`config.mk`:
```
export PLATFORM = sky130hd
export DESIGN_NAME = im_port_arbiter_flat
export DESIGN_NICKNAME = d
export VERILOG_FILES = /design/src/rtl/im_port_arbiter_if.sv /design/src/rtl/im_port_arbiter.sv /design/src/flat_wrapper.sv
export SDC_FILE = /design/constraint.sdc
export NUM_CORES = 1
export LEC_CHECK = 0
export ABC_AREA = 1
export ABC_CLOCK_PERIOD_IN_PS = 3580
export CORE_ASPECT_RATIO = 0.5
export CORE_MARGIN = 5
export CORE_UTILIZATION = 40
export DETAILED_ROUTE_END_ITERATION = 7
export GPL_ROUTABILITY_DRIVEN = 0
export HOLD_SLACK_MARGIN = 0.08
export PLACE_DENSITY = 0.87
export SYNTH_ARGS = -nofsm -noshare
export SYNTH_HDL_FRONTEND = slang
export SYNTH_SLANG_ARGS = --single-unit
```
`constraint.sdc`:
```
create_clock -name clk -period 3.58 [get_ports clk]
set_input_delay 0.358 -clock clk [delete_from_list [all_inputs] [get_ports clk]]
set_output_delay 0.358 -clock clk [all_outputs]
set_load 0.01 [all_outputs]
```
`src/rtl/im_port_arbiter_if.sv`:
```
// Shared-port bundle between the fetch unit, the boot/debug loader and the instruction memory.
// The arbiter takes the slave view; requesters and the memory model take the master view.
`timescale 1ns/1ps
interface im_port_arbiter_if #(
  parameter int unsigned ADSize = 16,
  parameter int unsigned DASize = 32
);
  logic              fetch_req;
  logic [ADSize-1:0] fetch_addr;
  logic              fetch_gnt;
  logic              fetch_rvalid;
  logic [DASize-1:0] fetch_rdata;

  logic              ld_req;
  logic              ld_write;
  logic              ld_lock;
  logic [ADSize-1:0] ld_addr;
  logic [DASize-1:0] ld_wdata;
  logic              ld_gnt;
  logic              ld_rvalid;
  logic [DASize-1:0] ld_rdata;

  logic              IM_enable;
  logic              IM_write;
  logic [ADSize-1:0] IM_address;
  logic [DASize-1:0] IM_in;
  logic [DASize-1:0] IM_out;

  modport slave (
    input  fetch_req, fetch_addr,
    input  ld_req, ld_write, ld_lock, ld_addr, ld_wdata,
    input  IM_out,
    output fetch_gnt, fetch_rvalid, fetch_rdata,
    output ld_gnt, ld_rvalid, ld_rdata,
    output IM_enable, IM_write, IM_address, IM_in
  );

  modport master (
    output fetch_req, fetch_addr,
    output ld_req, ld_write, ld_lock, ld_addr, ld_wdata,
    output IM_out,
    input  fetch_gnt, fetch_rvalid, fetch_rdata,
    input  ld_gnt, ld_rvalid, ld_rdata,
    input  IM_enable, IM_write, IM_address, IM_in
  );
endinterface

```
`src/rtl/im_port_arbiter.sv`:
```
// Round-robin arbiter for the single instruction-memory port, with loader burst lock,
// bounded fetch starvation and 1-cycle registered read return per requester.
`timescale 1ns/1ps
module im_port_arbiter #(
  parameter int unsigned ADSize   = 16,
  parameter int unsigned DASize   = 32,
  parameter int unsigned MAX_LOCK = 8
) (
  input  logic            clk,
  input  logic            rst,
  im_port_arbiter_if.slave bus
);

  typedef enum logic {OwnFetch, OwnLoader} owner_e;

  localparam logic [7:0] MaxLock = 8'(MAX_LOCK);

  owner_e            last_owner_q;
  logic [7:0]        lock_cnt_q;
  logic              pend_fetch_rd_q;
  logic              pend_ld_rd_q;
  logic [DASize-1:0] fetch_rdata_q;
  logic [DASize-1:0] ld_rdata_q;

  logic fetch_gnt;
  logic ld_gnt;
  logic both_req;
  logic keep_loader;

  assign both_req    = bus.fetch_req & bus.ld_req;
  assign keep_loader = (last_owner_q == OwnLoader) & bus.ld_lock & (lock_cnt_q < MaxLock);

  always_comb begin
    fetch_gnt = 1'b0;
    ld_gnt    = 1'b0;
    if (!rst) begin
      if (both_req) begin
        if (keep_loader || last_owner_q == OwnFetch) begin
          ld_gnt = 1'b1;
        end else begin
          fetch_gnt = 1'b1;
        end
      end else if (bus.fetch_req) begin
        fetch_gnt = 1'b1;
      end else if (bus.ld_req) begin
        ld_gnt = 1'b1;
      end
    end
  end

  // Only the granted requester's fields reach the memory; idle drives zeros.
  always_comb begin
    bus.IM_address = '0;
    bus.IM_in      = '0;
    if (fetch_gnt) begin
      bus.IM_address = bus.fetch_addr;
    end else if (ld_gnt) begin
      bus.IM_address = bus.ld_addr;
      bus.IM_in      = bus.ld_wdata;
    end
  end

  assign bus.IM_enable = fetch_gnt | ld_gnt;
  assign bus.IM_write  = ld_gnt & bus.ld_write;
  assign bus.fetch_gnt = fetch_gnt;
  assign bus.ld_gnt    = ld_gnt;

  always_ff @(posedge clk) begin
    if (rst) begin
      last_owner_q    <= OwnFetch;
      lock_cnt_q      <= '0;
      pend_fetch_rd_q <= 1'b0;
      pend_ld_rd_q    <= 1'b0;
      fetch_rdata_q   <= '0;
      ld_rdata_q      <= '0;
    end else begin
      if (fetch_gnt) begin
        last_owner_q <= OwnFetch;
      end else if (ld_gnt) begin
        last_owner_q <= OwnLoader;
      end

      // Counts loader grants that made fetch wait; saturates so fetch wins at the limit.
      if (fetch_gnt || !bus.ld_lock) begin
        lock_cnt_q <= '0;
      end else if (ld_gnt && bus.fetch_req && lock_cnt_q != MaxLock) begin
        lock_cnt_q <= lock_cnt_q + 8'd1;
      end

      pend_fetch_rd_q <= fetch_gnt;
      pend_ld_rd_q    <= ld_gnt & ~bus.ld_write;
      if (fetch_gnt) begin
        fetch_rdata_q <= bus.IM_out;
      end
      if (ld_gnt && !bus.ld_write) begin
        ld_rdata_q <= bus.IM_out;
      end
    end
  end

  // A read pending when reset arrives is dropped, so rvalid is masked during reset.
  assign bus.fetch_rvalid = pend_fetch_rd_q & ~rst;
  assign bus.ld_rvalid    = pend_ld_rd_q & ~rst;
  assign bus.fetch_rdata  = fetch_rdata_q;
  assign bus.ld_rdata     = ld_rdata_q;

endmodule
```
`src/flat_wrapper.sv`:
```
// flat-port wrapper written by rule: the top's interface ports become plain ports
module im_port_arbiter_flat 
#(
  parameter int unsigned ADSize   = 16,
  parameter int unsigned DASize   = 32,
  parameter int unsigned MAX_LOCK = 8
)
  (clk, rst, bus_fetch_req, bus_fetch_addr, bus_ld_req, bus_ld_write, bus_ld_lock, bus_ld_addr, bus_ld_wdata, bus_IM_out, bus_fetch_gnt, bus_fetch_rvalid, bus_fetch_rdata, bus_ld_gnt, bus_ld_rvalid, bus_ld_rdata, bus_IM_enable, bus_IM_write, bus_IM_address, bus_IM_in);
  im_port_arbiter_if #(.ADSize(ADSize), .DASize(DASize)) bus_i ();
  input  logic clk;
  input  logic rst;
  input wire logic [$bits(bus_i.fetch_req)-1:0] bus_fetch_req;
  input wire logic [$bits(bus_i.fetch_addr)-1:0] bus_fetch_addr;
  input wire logic [$bits(bus_i.ld_req)-1:0] bus_ld_req;
  input wire logic [$bits(bus_i.ld_write)-1:0] bus_ld_write;
  input wire logic [$bits(bus_i.ld_lock)-1:0] bus_ld_lock;
  input wire logic [$bits(bus_i.ld_addr)-1:0] bus_ld_addr;
  input wire logic [$bits(bus_i.ld_wdata)-1:0] bus_ld_wdata;
  input wire logic [$bits(bus_i.IM_out)-1:0] bus_IM_out;
  output wire logic [$bits(bus_i.fetch_gnt)-1:0] bus_fetch_gnt;
  output wire logic [$bits(bus_i.fetch_rvalid)-1:0] bus_fetch_rvalid;
  output wire logic [$bits(bus_i.fetch_rdata)-1:0] bus_fetch_rdata;
  output wire logic [$bits(bus_i.ld_gnt)-1:0] bus_ld_gnt;
  output wire logic [$bits(bus_i.ld_rvalid)-1:0] bus_ld_rvalid;
  output wire logic [$bits(bus_i.ld_rdata)-1:0] bus_ld_rdata;
  output wire logic [$bits(bus_i.IM_enable)-1:0] bus_IM_enable;
  output wire logic [$bits(bus_i.IM_write)-1:0] bus_IM_write;
  output wire logic [$bits(bus_i.IM_address)-1:0] bus_IM_address;
  output wire logic [$bits(bus_i.IM_in)-1:0] bus_IM_in;
  assign bus_i.fetch_req = bus_fetch_req;
  assign bus_i.fetch_addr = bus_fetch_addr;
  assign bus_i.ld_req = bus_ld_req;
  assign bus_i.ld_write = bus_ld_write;
  assign bus_i.ld_lock = bus_ld_lock;
  assign bus_i.ld_addr = bus_ld_addr;
  assign bus_i.ld_wdata = bus_ld_wdata;
  assign bus_i.IM_out = bus_IM_out;
  assign bus_fetch_gnt = bus_i.fetch_gnt;
  assign bus_fetch_rvalid = bus_i.fetch_rvalid;
  assign bus_fetch_rdata = bus_i.fetch_rdata;
  assign bus_ld_gnt = bus_i.ld_gnt;
  assign bus_ld_rvalid = bus_i.ld_rvalid;
  assign bus_ld_rdata = bus_i.ld_rdata;
  assign bus_IM_enable = bus_i.IM_enable;
  assign bus_IM_write = bus_i.IM_write;
  assign bus_IM_address = bus_i.IM_address;
  assign bus_IM_in = bus_i.IM_in;
  im_port_arbiter #(.ADSize(ADSize), .DASize(DASize), .MAX_LOCK(MAX_LOCK)) u_core (.clk(clk), .rst(rst), .bus(bus_i));
endmodule
```
# --- Yosys cells after proc, flatten, opt, wreduce, memory -nomap -nowiden ---
# Cells that the tools add are included.
classes:
  n_addsub: 1
  n_mul: 0
  div: 0
  order_cmp: 1
  eq_ne: 1
  shifts: 0
  muxes: 13
  bitwise_logic: 11
  n_reduce_logical: 9
ops:
  columns: ["cell", "count"]
  rows:
  - ["$mux 32", 2]
  - ["$mux 16", 2]
  - ["$mux 1", 9]
  - ["$add 8x1->8 const B", 1]
  - ["$lt 8x4->1 const B", 1]
  - ["$ne 8x4->1 const B", 1]
  - ["$and 1x1->1", 7]
  - ["$reduce_or 2->1", 2]
  - ["$logic_and 1x1->1", 3]
  - ["$not 1->1", 3]
  - ["$logic_not 1->1", 2]
  - ["$logic_or 1x1->1", 2]
  - ["$or 1x1->1", 1]
word_totals:
  reg_bits: 75
  latchBits: 0
  ramBits: 0
  mem_bits_ro: 0
  inputBits: 102
  out_inout_bits: 118
  word_cells: 42
  mem_count: 0

# --- Depth between registers and ports, before layout ---
# Gate-level depths: netlist of the first run.
logic_depth:
  depth_word: 8
  depth_mapped: 11
  ltp_nobuf: 9

# --- Least setup slack after synthesis of the first run ---
# No wires, ideal clock.
synth_path:
  path_kind: "register to output"
  start: "reg u_core.lock_cnt_q[4]"
  end: "out bus_IM_in[22]"
  arrival_ns: 1.362
  required_ns: 3.222
  setup_slack_ns: 1.860
  path_stages_with_launch: 7
  n_path_buf: 1
  path_cell_list: "dfxtp_1 > nor2_1 > nand3_1 > a21oi_4 > clkinv_1 > buf_2 > nor2_1"
synth_between:
  elab_chain_cells: 8
  elab_cells_between_ends: 11
  classes_between: "order compare (1); mux (8); bitwise (1); reduce/logical (1)"
synth_lines:
  columns: ["element", "line_no", "rtl"]
  rows:
  - ["from (decl)", "im_port_arbiter.sv:19", "logic [7:0] lock_cnt_q;"]
  - ["from (signal assigned)", "im_port_arbiter.sv:87", "lock_cnt_q <= lock_cnt_q + 8'd1;"]
  - ["$lt 8x4->1 (*)", "im_port_arbiter.sv:31", "assign keep_loader = (last_owner_q == OwnLoader) & bus.ld_lock & (lock_cnt_q < MaxLock);"]
  - ["$and 1x1->1 (*)", "im_port_arbiter.sv:31", null]
  - ["$logic_or 1x1->1 (*)", "im_port_arbiter.sv:38", "if (keep_loader || last_owner_q == OwnFetch) begin"]
  - ["$mux 1", "im_port_arbiter.sv:38", null]
  - ["$mux 1", "im_port_arbiter.sv:37", "if (both_req) begin"]
  - ["$mux 1", "im_port_arbiter.sv:36", "if (!rst) begin"]
  - ["$mux 32", "im_port_arbiter.sv:57", "end else if (ld_gnt) begin"]
  - ["$mux 32 (*)", "im_port_arbiter.sv:55", "if (fetch_gnt) begin"]
  - ["to (decl)", "flat_wrapper.sv:29", "output wire logic [$bits(bus_i.IM_in)-1:0] bus_IM_in;"]
# Every way passes the cells marked *; elsewhere a longest branch is shown, timed or not.

# --- Worst setup path in the final report of the first run ---
layout_path:
  start: "in bus_ld_lock"
  end: "out bus_IM_in[8]"
layout_between:
  elab_chain_cells: 8
  elab_cells_between_ends: 11
  classes_between: "mux (8); bitwise (2); reduce/logical (1)"
layout_lines:
  columns: ["element", "line_no", "rtl"]
  rows:
  - ["from (decl)", "flat_wrapper.sv:16", "input wire logic [$bits(bus_i.ld_lock)-1:0] bus_ld_lock;"]
  - ["$and 1x1->1 (*) (2 in a row)", "im_port_arbiter.sv:31", null]
  - ["$logic_or 1x1->1 (*)", "im_port_arbiter.sv:38", null]
  - ["$mux 1", "im_port_arbiter.sv:38", null]
  - ["$mux 1", "im_port_arbiter.sv:37", null]
  - ["$mux 1", "im_port_arbiter.sv:36", null]
  - ["$mux 32", "im_port_arbiter.sv:57", null]
  - ["$mux 32 (*)", "im_port_arbiter.sv:55", null]
# Marked as above.

==> results_tabular.tex, run 1 <==
\begin{tabular}{lr}
\hline
Metric & Value \\
\hline
\multicolumn{2}{l}{\textbf{Pwr}} \\
Peak supply drop & 0.0002763 V \\
Static leakage & 0.002892 uW \\
Part of the total power dissipated in sequential elements & 41.3\% \\
Cell internal power dissipation & 1620 uW \\
Part of the power in combinational logic & 20.4\% \\
Share of total power consumed by net switching & 25.61\% \\
Power per cell area & 363.4 nW/um2 \\
Net Sw Power & 557.6 uW \\
Share of total power in the clock network & 38.4\% \\
\multicolumn{2}{l}{\textbf{Run status}} \\
Outcome & completed \\
\multicolumn{2}{l}{\textbf{Synthesis}} \\
Sequential element share of the synthesized area & 43.43\% \\
Syn. warnings & 0 \\
Cell area after synthesis & 3457 um2 \\
Post-Synthesis Net Count & 664 \\
Number of instances in the synthesized netlist & 560 \\
Seq cells post-synth & 75 \\
Dominant cells by area after synthesis & sky130\_fd\_sc\_hd\_\_dfxtp\_1, sky130\_fd\_sc\_hd\_\_nand2\_1, sky130\_fd\_sc\_hd\_\_nor2\_1 \\
Yosys top cell area share & 43.43\% \\
Post-Synthesis Mean Instance Area & 6.173 um2 \\
Post-synthesis cell type count & 21 \\
Library cell occupying the most area in the post-synthesis netlist & sky130\_fd\_sc\_hd\_\_dfxtp\_1 \\
\multicolumn{2}{l}{\textbf{Global routing}} \\
Most congested layer reported by global routing & met2 \\
Global-route met2 utilization & 41.01\% \\
First-pass GRT wire length & 18.45 mm \\
Met3 Track Usage GR & 4.389\% \\
Vias in the first global route & 3585 \\
Global-route met1 utilization & 25.32\% \\
Total routing resource utilization after global routing & 21.72\% \\
Antenna violations before repair & 0 \\
GRT overflow & 0 \\
Largest net degree at the start of global routing & 42 \\
\multicolumn{2}{l}{\textbf{Critical path}} \\
Kind of capture point of the worst setup path & primary output \\
Depth of the worst register-to-register path & 8 \\
Data required time of the worst path & 3.22 ns \\
Largest fanout on the critical path & 34 \\
Endpoint arrival time on the critical path & 2.64 ns \\
CP startpoint kind & input port \\
Start-to-end type of the worst setup path & input port to primary output \\
\multicolumn{2}{l}{\textbf{Cells and area}} \\
Growth of design area from synthesis to finish & 73.29\% \\
Final antenna diode count & 0 \\
Most frequent standard cell in the layout excluding fill and tap cells & sky130\_fd\_sc\_hd\_\_nand2\_1 \\
Area of combinational cells with multiple inputs & 1506 um2 \\
Seq. cell area & 1501 um2 \\
Commonest non-fill, non-tap cells in the layout & sky130\_fd\_sc\_hd\_\_nand2\_1, sky130\_fd\_sc\_hd\_\_clkdlybuf4s50\_1, sky130\_fd\_sc\_hd\_\_nor2\_1 \\
Share of cells above drive strength 1 & 3.342\% \\
Fill cell instance count of the final layout & 708 \\
Final layout net count & 877 \\
\multicolumn{2}{l}{\textbf{Detailed routing}} \\
Vias per cell & 4.353 \\
Remaining number of nets flagged by the antenna check after routing & 0 \\
First-iteration detailed-routing DRC count & 197 \\
DR vias & 3896 \\
Remaining design rule violation count & 0 \\
Wire per inst & 13.37 um \\
Final wirelength & 11.97 mm \\
Iteration count of the initial detailed-routing pass & 5 \\
\multicolumn{2}{l}{\textbf{Flow run}} \\
Max-capacitance violation count & 0 \\
\multicolumn{2}{l}{\textbf{Timing}} \\
RSZ-0062 raised after global routing & false \\
Count of final hold-check violations & 0 \\
Slew at the pin closest to its max-slew limit & 0.6791 ns \\
Post-route clock period utilization & 83.61\% \\
Pins Over Slew Limit & 0 \\
Setup TNS & 0 ns \\
Minimum clock period & 2.993 ns \\
Final hold slack & 0.4493 ns \\
Number of setup violations in the final report & 0 \\
Max Clk Rate & 334.1 MHz \\
Setup Skew & 0.009410 ns \\
Max\_slew headroom & 54.68\% \\
\multicolumn{2}{l}{\textbf{CTS}} \\
Hold\_buf cts & 0 \\
Clock tree from TritonCTS & yes \\
Post-CTS setup buffers & 0 \\
TritonCTS Sinks & 75 \\
Maximum root-to-sink buffer count & 2 \\
Root cell of the clock tree & sky130\_fd\_sc\_hd\_\_clkbuf\_16 \\
Register clock-pin slew on the reported worst setup and hold paths & 0.05 ns \\
H-Tree Level Count & 3 \\
Clock latency of the later-clocked register in the worst-skew pair & 0.33 ns \\
Count of cells resized by post-cts repair & 0 \\
Total CTS buffers & 9 \\
\multicolumn{2}{l}{\textbf{Floorplan}} \\
Standard cell core area & 8558 um2 \\
Die Area & 10710 um2 \\
Number of top-level design ports & 220 \\
Number of placement rows & 24 \\
Die extent in y & 75.74 um \\
DIE WIDTH & 141.5 um \\
Initial core utilization & 40.39\% \\
\multicolumn{2}{l}{\textbf{Place}} \\
HPWL after DPL & 9.225 mm \\
Port buffer count & 219 \\
\multicolumn{2}{l}{\textbf{Hold path}} \\
Depth of the worst hold-timing path & 2 \\
Path type of the worst min-delay path & flip-flop to flip-flop \\
\hline
\end{tabular}
## through the flow
step	power, uW	util (%)	instances	cell area, um2	setup WS (ns)
final	2177	70.00	895	5991	0.5869
after global routing	2276	70.00	895	5991	0.4206
after CTS	2196	70.00	895	5991	0.5728
after detailed placement	1360	66.73	879	5710	0.5882
after global placement	1351	66.73	879	5710	0.6171
after floorplan	1074	-	560	3457	1.860
## state kept, by name (all words and copies together) (netlist names)
| signal | cells |
|---|---|
| u_core.pend_fetch_rd_q | 1 |
| u_core.last_owner_q | 1 |
| u_core.bus.fetch_rdata | 32 |
| u_core.pend_ld_rd_q | 1 |
| u_core.bus.ld_rdata | 32 |
| u_core.lock_cnt_q | 8 |
## kinds of logic (layout without fill, tap and decap cells)
logic type / after synthesis / count (layout) / share of synthesized area, %
AND/OR/NAND/NOR: 362 / 362 / 40.17
XOR/XNOR: 3 / 3 / 0.7602
buffers and inverters: 107 / 325 / 12.99
adder cells (fa/ha/maj): 2 / 2 / 0.7237
AO/OA/AOI/OAI: 11 / 11 / 1.918
flip-flops: 75 / 75 / 43.43
## synthesized netlist by cell type, drive strengths merged
master and number:
buf 18, clkbuf 6, nand2 234, nand3 15, xnor2 2, xor2 1
dfxtp 75, o21ai 2, nor2 111, nand3b 1, a21oi 9, inv 81
or2 1, ha 2, clkinv 2
## power groups by stage
stage / sequential [uW] / combinational [uW] / clock [uW]
3_5_place_dp: 916 / 444 / 0
5_1_grt: 904 / 481 / 891
2_1_floorplan: 934 / 140 / 0
6_report: 899 / 444 / 835
3_3_place_gp: 914 / 437 / 0
4_1_cts: 899 / 448 / 850
## cell type report
class,instances,share of cell area [%]
clock buffers,11,4.052
clock inverters,5,0.6266
inverters,83,5.201
multi-input cells,378,25.15
flip-flops and latches,75,25.06
well taps,117,2.444
repair buffers,226,37.47
## path summary, 6_finish.rpt
check,slack (ns),start,end
worst min register to register,0.45,u_core.bus.fetch_rdata[3]$_SDFFE_PP0N_,u_core.bus.fetch_rdata[3]$_SDFFE_PP0N_
worst max register to register,1.38,u_core.lock_cnt_q[6]$_SDFFE_PP0P_,u_core.bus.ld_rdata[6]$_SDFFE_PP0P_
worst min-delay path,0.45,u_core.bus.fetch_rdata[3]$_SDFFE_PP0N_,u_core.bus.fetch_rdata[3]$_SDFFE_PP0N_
worst max-delay path,0.59,bus_ld_lock,bus_IM_in[8]
## per-layer routing
metal / vias to the layer above / share of wire, %
li1: 2044 / -
met1: 1720 / 41
met2: 108 / 52
met3: 24 / 4.6
met4: 0 / 2.4
met5: - / 0
## worst max-delay path: stages
cell	delay [ns]
sky130_fd_sc_hd__clkdlybuf4s50_1	0.45
sky130_fd_sc_hd__inv_1	0.05
sky130_fd_sc_hd__nor2_1	0.07
sky130_fd_sc_hd__nand3_1	0.13
sky130_fd_sc_hd__a21oi_4	0.40
sky130_fd_sc_hd__clkinv_1	0.12
sky130_fd_sc_hd__buf_4	0.25
sky130_fd_sc_hd__nor2_1	0.21
sky130_fd_sc_hd__clkdlybuf4s50_1	0.59
Note: power is estimated with default switching activity, not from simulation.
==> run 2, diff against run 1 <==
--- a/config.mk
+++ b/config.mk
@@ -6,14 +6,14 @@
 export NUM_CORES = 1
 export LEC_CHECK = 0
 export ABC_AREA = 1
-export ABC_CLOCK_PERIOD_IN_PS = 3580
+export ABC_CLOCK_PERIOD_IN_PS = 2550
 export CORE_ASPECT_RATIO = 0.5
 export CORE_MARGIN = 5
-export CORE_UTILIZATION = 40
+export CORE_UTILIZATION = 33
 export DETAILED_ROUTE_END_ITERATION = 7
 export GPL_ROUTABILITY_DRIVEN = 0
 export HOLD_SLACK_MARGIN = 0.08
-export PLACE_DENSITY = 0.87
+export PLACE_DENSITY = 0.77
 export SYNTH_ARGS = -nofsm -noshare
 export SYNTH_HDL_FRONTEND = slang
 export SYNTH_SLANG_ARGS = --single-unit
==> constraint.sdc (replaced) <==
create_clock -name clk -period 2.55 [get_ports clk]
set_input_delay 0.255 -clock clk [delete_from_list [all_inputs] [get_ports clk]]
set_output_delay 0.255 -clock clk [all_outputs]
set_load 0.01 [all_outputs]
==> run 2 against run 1 <==
Effect of this change: critical path type unchanged; largest cell class unchanged; largest power group unchanged; final area increased by 2.3%; sequential power rose by 40%; power grew 41%; die area rose by 19%; worst hold slack about the same.
==> results_tabular.tex, run 2 (same netlist as run 1, synthesis figures left out) <==
\begin{tabular}{lr}
\hline
Metric & Value \\
\hline
\multicolumn{2}{l}{\textbf{Hold path}} \\
Path type of the worst min-delay path & flip-flop to flip-flop \\
Depth of the worst hold-timing path & 2 \\
End point of the worst hold path & u\_core.bus.fetch\_rdata[7]\$\_SDFFE\_PP0N\_ \\
Hold\_sp & u\_core.bus.fetch\_rdata[7]\$\_SDFFE\_PP0N\_ \\
\multicolumn{2}{l}{\textbf{Cells and area}} \\
Most frequent standard cell in the layout excluding fill and tap cells & sky130\_fd\_sc\_hd\_\_nand2\_1 \\
Final antenna diode count & 0 \\
Share of cells above drive strength 1 & 4.866\% \\
Commonest non-fill, non-tap cells in the layout & sky130\_fd\_sc\_hd\_\_nand2\_1, sky130\_fd\_sc\_hd\_\_clkdlybuf4s50\_1, sky130\_fd\_sc\_hd\_\_nor2\_1 \\
Post-route cell area & 6131 um2 \\
Growth of design area from synthesis to finish & 77.34\% \\
Final layout net count & 882 \\
\multicolumn{2}{l}{\textbf{Floorplan}} \\
Die Area & 12750 um2 \\
DIE WIDTH & 154.7 um \\
Standard cell core area & 10210 um2 \\
Number of top-level design ports & 220 \\
Number of placement rows & 26 \\
Initial core utilization & 33.84\% \\
Die extent in y & 82.38 um \\
\multicolumn{2}{l}{\textbf{Critical path}} \\
CP startpoint kind & input port \\
Cell with the biggest individual delay on the critical path & sky130\_fd\_sc\_hd\_\_clkdlybuf4s50\_1 \\
Largest fanout on the critical path & 15 \\
Worst reg-to-reg setup slack & 0.72 ns \\
Data required time of the worst path & 2.30 ns \\
Slowest cell delay on critical path & 0.53 ns \\
Endpoint arrival time on the critical path & 2.19 ns \\
CP startpoint & bus\_fetch\_req \\
Start-to-end type of the worst setup path & input port to primary output \\
Ordered list of cells on the worst path & clkdlybuf4s50\_1, inv\_1, or2\_2, nand2\_1, nand2\_1, inv\_2, buf\_12, nand2\_1, nand2\_1, clkdlybuf4s50\_1 \\
Worst reg2reg endpoint & u\_core.lock\_cnt\_q[5]\$\_SDFFE\_PP0P\_ \\
Cell with the most instances on the worst path & sky130\_fd\_sc\_hd\_\_nand2\_1 \\
Startpoint of the most critical register-to-register path & u\_core.lock\_cnt\_q[0]\$\_SDFFE\_PP0P\_ \\
Kind of capture point of the worst setup path & primary output \\
Depth of the worst register-to-register path & 8 \\
\multicolumn{2}{l}{\textbf{Place}} \\
Port buffer count & 219 \\
DP Area & 5784 um2 \\
HPWL after DPL & 9.299 mm \\
\multicolumn{2}{l}{\textbf{Global routing}} \\
Largest net degree at the start of global routing & 66 \\
First-pass GRT wire length & 18.73 mm \\
Antenna violations before repair & 0 \\
Total routing resource utilization after global routing & 18.66\% \\
Vias in the first global route & 3609 \\
GRT overflow & 0 \\
\multicolumn{2}{l}{\textbf{CTS}} \\
Clock latency of the later-clocked register in the worst-skew pair & 0.33 ns \\
Total CTS buffers & 9 \\
H-Tree Level Count & 3 \\
Root cell of the clock tree & sky130\_fd\_sc\_hd\_\_clkbuf\_16 \\
Maximum root-to-sink buffer count & 2 \\
TritonCTS Sinks & 75 \\
Hold\_buf cts & 0 \\
Clock tree from TritonCTS & yes \\
Register clock-pin slew on the reported worst setup and hold paths & 0.06 ns \\
\multicolumn{2}{l}{\textbf{Timing}} \\
Max Clk Rate & 409.8 MHz \\
Count of final hold-check violations & 0 \\
Setup Skew & 0.004585 ns \\
Pins Over Slew Limit & 0 \\
Slew at the pin closest to its max-slew limit & 0.4121 ns \\
Number of setup violations in the final report & 0 \\
Setup TNS & 0 ns \\
Post-route clock period utilization & 95.69\% \\
RSZ-0062 raised after global routing & false \\
Max\_slew headroom & 72.50\% \\
Minimum clock period & 2.440 ns \\
\multicolumn{2}{l}{\textbf{Detailed routing}} \\
Vias per cell & 4.260 \\
First-iteration detailed-routing DRC count & 213 \\
Wire per inst & 13.49 um \\
Iteration count of the initial detailed-routing pass & 5 \\
DR vias & 3923 \\
Final wirelength & 12.42 mm \\
Remaining design rule violation count & 0 \\
Remaining number of nets flagged by the antenna check after routing & 0 \\
\multicolumn{2}{l}{\textbf{Pwr}} \\
Power per cell area & 499.3 nW/um2 \\
Peak supply drop & 0.0004036 V \\
Static leakage & 0.003004 uW \\
\multicolumn{2}{l}{\textbf{Flow run}} \\
Max-capacitance violation count & 0 \\
\multicolumn{2}{l}{\textbf{Run status}} \\
Outcome & completed \\
\hline
\end{tabular}
==> run 2: worst max path at each step <==
stage	to	slack (ns)
3_3_place_gp	bus_IM_in[29]	0.1
3_5_place_dp	bus_IM_in[29]	0.09
6_report	bus_IM_address[6]	0.11
5_1_grt	bus_IM_address[6]	0.001
2_1_floorplan	bus_IM_in[22]	0.93
4_1_cts	bus_IM_in[29]	0.04
==> run 2: metrics by stage <==
step,hold WS (ns),cells,util (%),worst slack [ns],power (uW)
6_report,0.4492,921,60.02,0.1100,3061
5_1_grt,0.4633,921,60.02,0.001422,3200
4_1_cts,0.4515,917,59.26,0.04228,3094
3_5_place_dp,0.4385,903,56.63,0.08947,1921
3_3_place_gp,0.4363,903,56.63,0.09599,1912
2_1_floorplan,0.3581,560,-,0.9325,1507
==> run 2: per-layer routing <==
metal / GRT usage (%) / vias up / share of wire (%)
li1: - / 2051 / -
met1: 21.90 / 1769 / 43
met2: 35.39 / 92 / 52
met3: 4.477 / 11 / 4.3
met4: 3.877 / 0 / 1.0
met5: 0 / - / 0
==> run 2: what timing repair did <==
action | in CTS | in global routing
setup buffers | 0 | 3
endpoints found under the setup margin | 0 | 20
gates resized for setup | 0 | 14
endpoints found under the hold margin | 0 | 0
==> run 2: report_power, final <==
group	switching (uW)	leakage, uW	total (uW)	internal, uW
Combinational	277	0.00226	644	367
Sequential	28.6	0.000616	1260	1230
Clock	457	0.000131	1160	699
==> run 2: layout make-up <==
type / instances / area [um2]
fill: 918 / 4084
timing repair buffer: 231 / 2351
multi-input combinational: 378 / 1516
sequential: 75 / 1508
inverter: 83 / 311.5
clock buffer: 12 / 256.5
tap: 140 / 175.2
clock inverter: 2 / 12.51
==> run 2: worst max-delay path: cells and delay by family <==
family / cells / cell delay (ns)
buffers and inverters: 5 / 1.36
and+or+nand+nor: 5 / 0.56
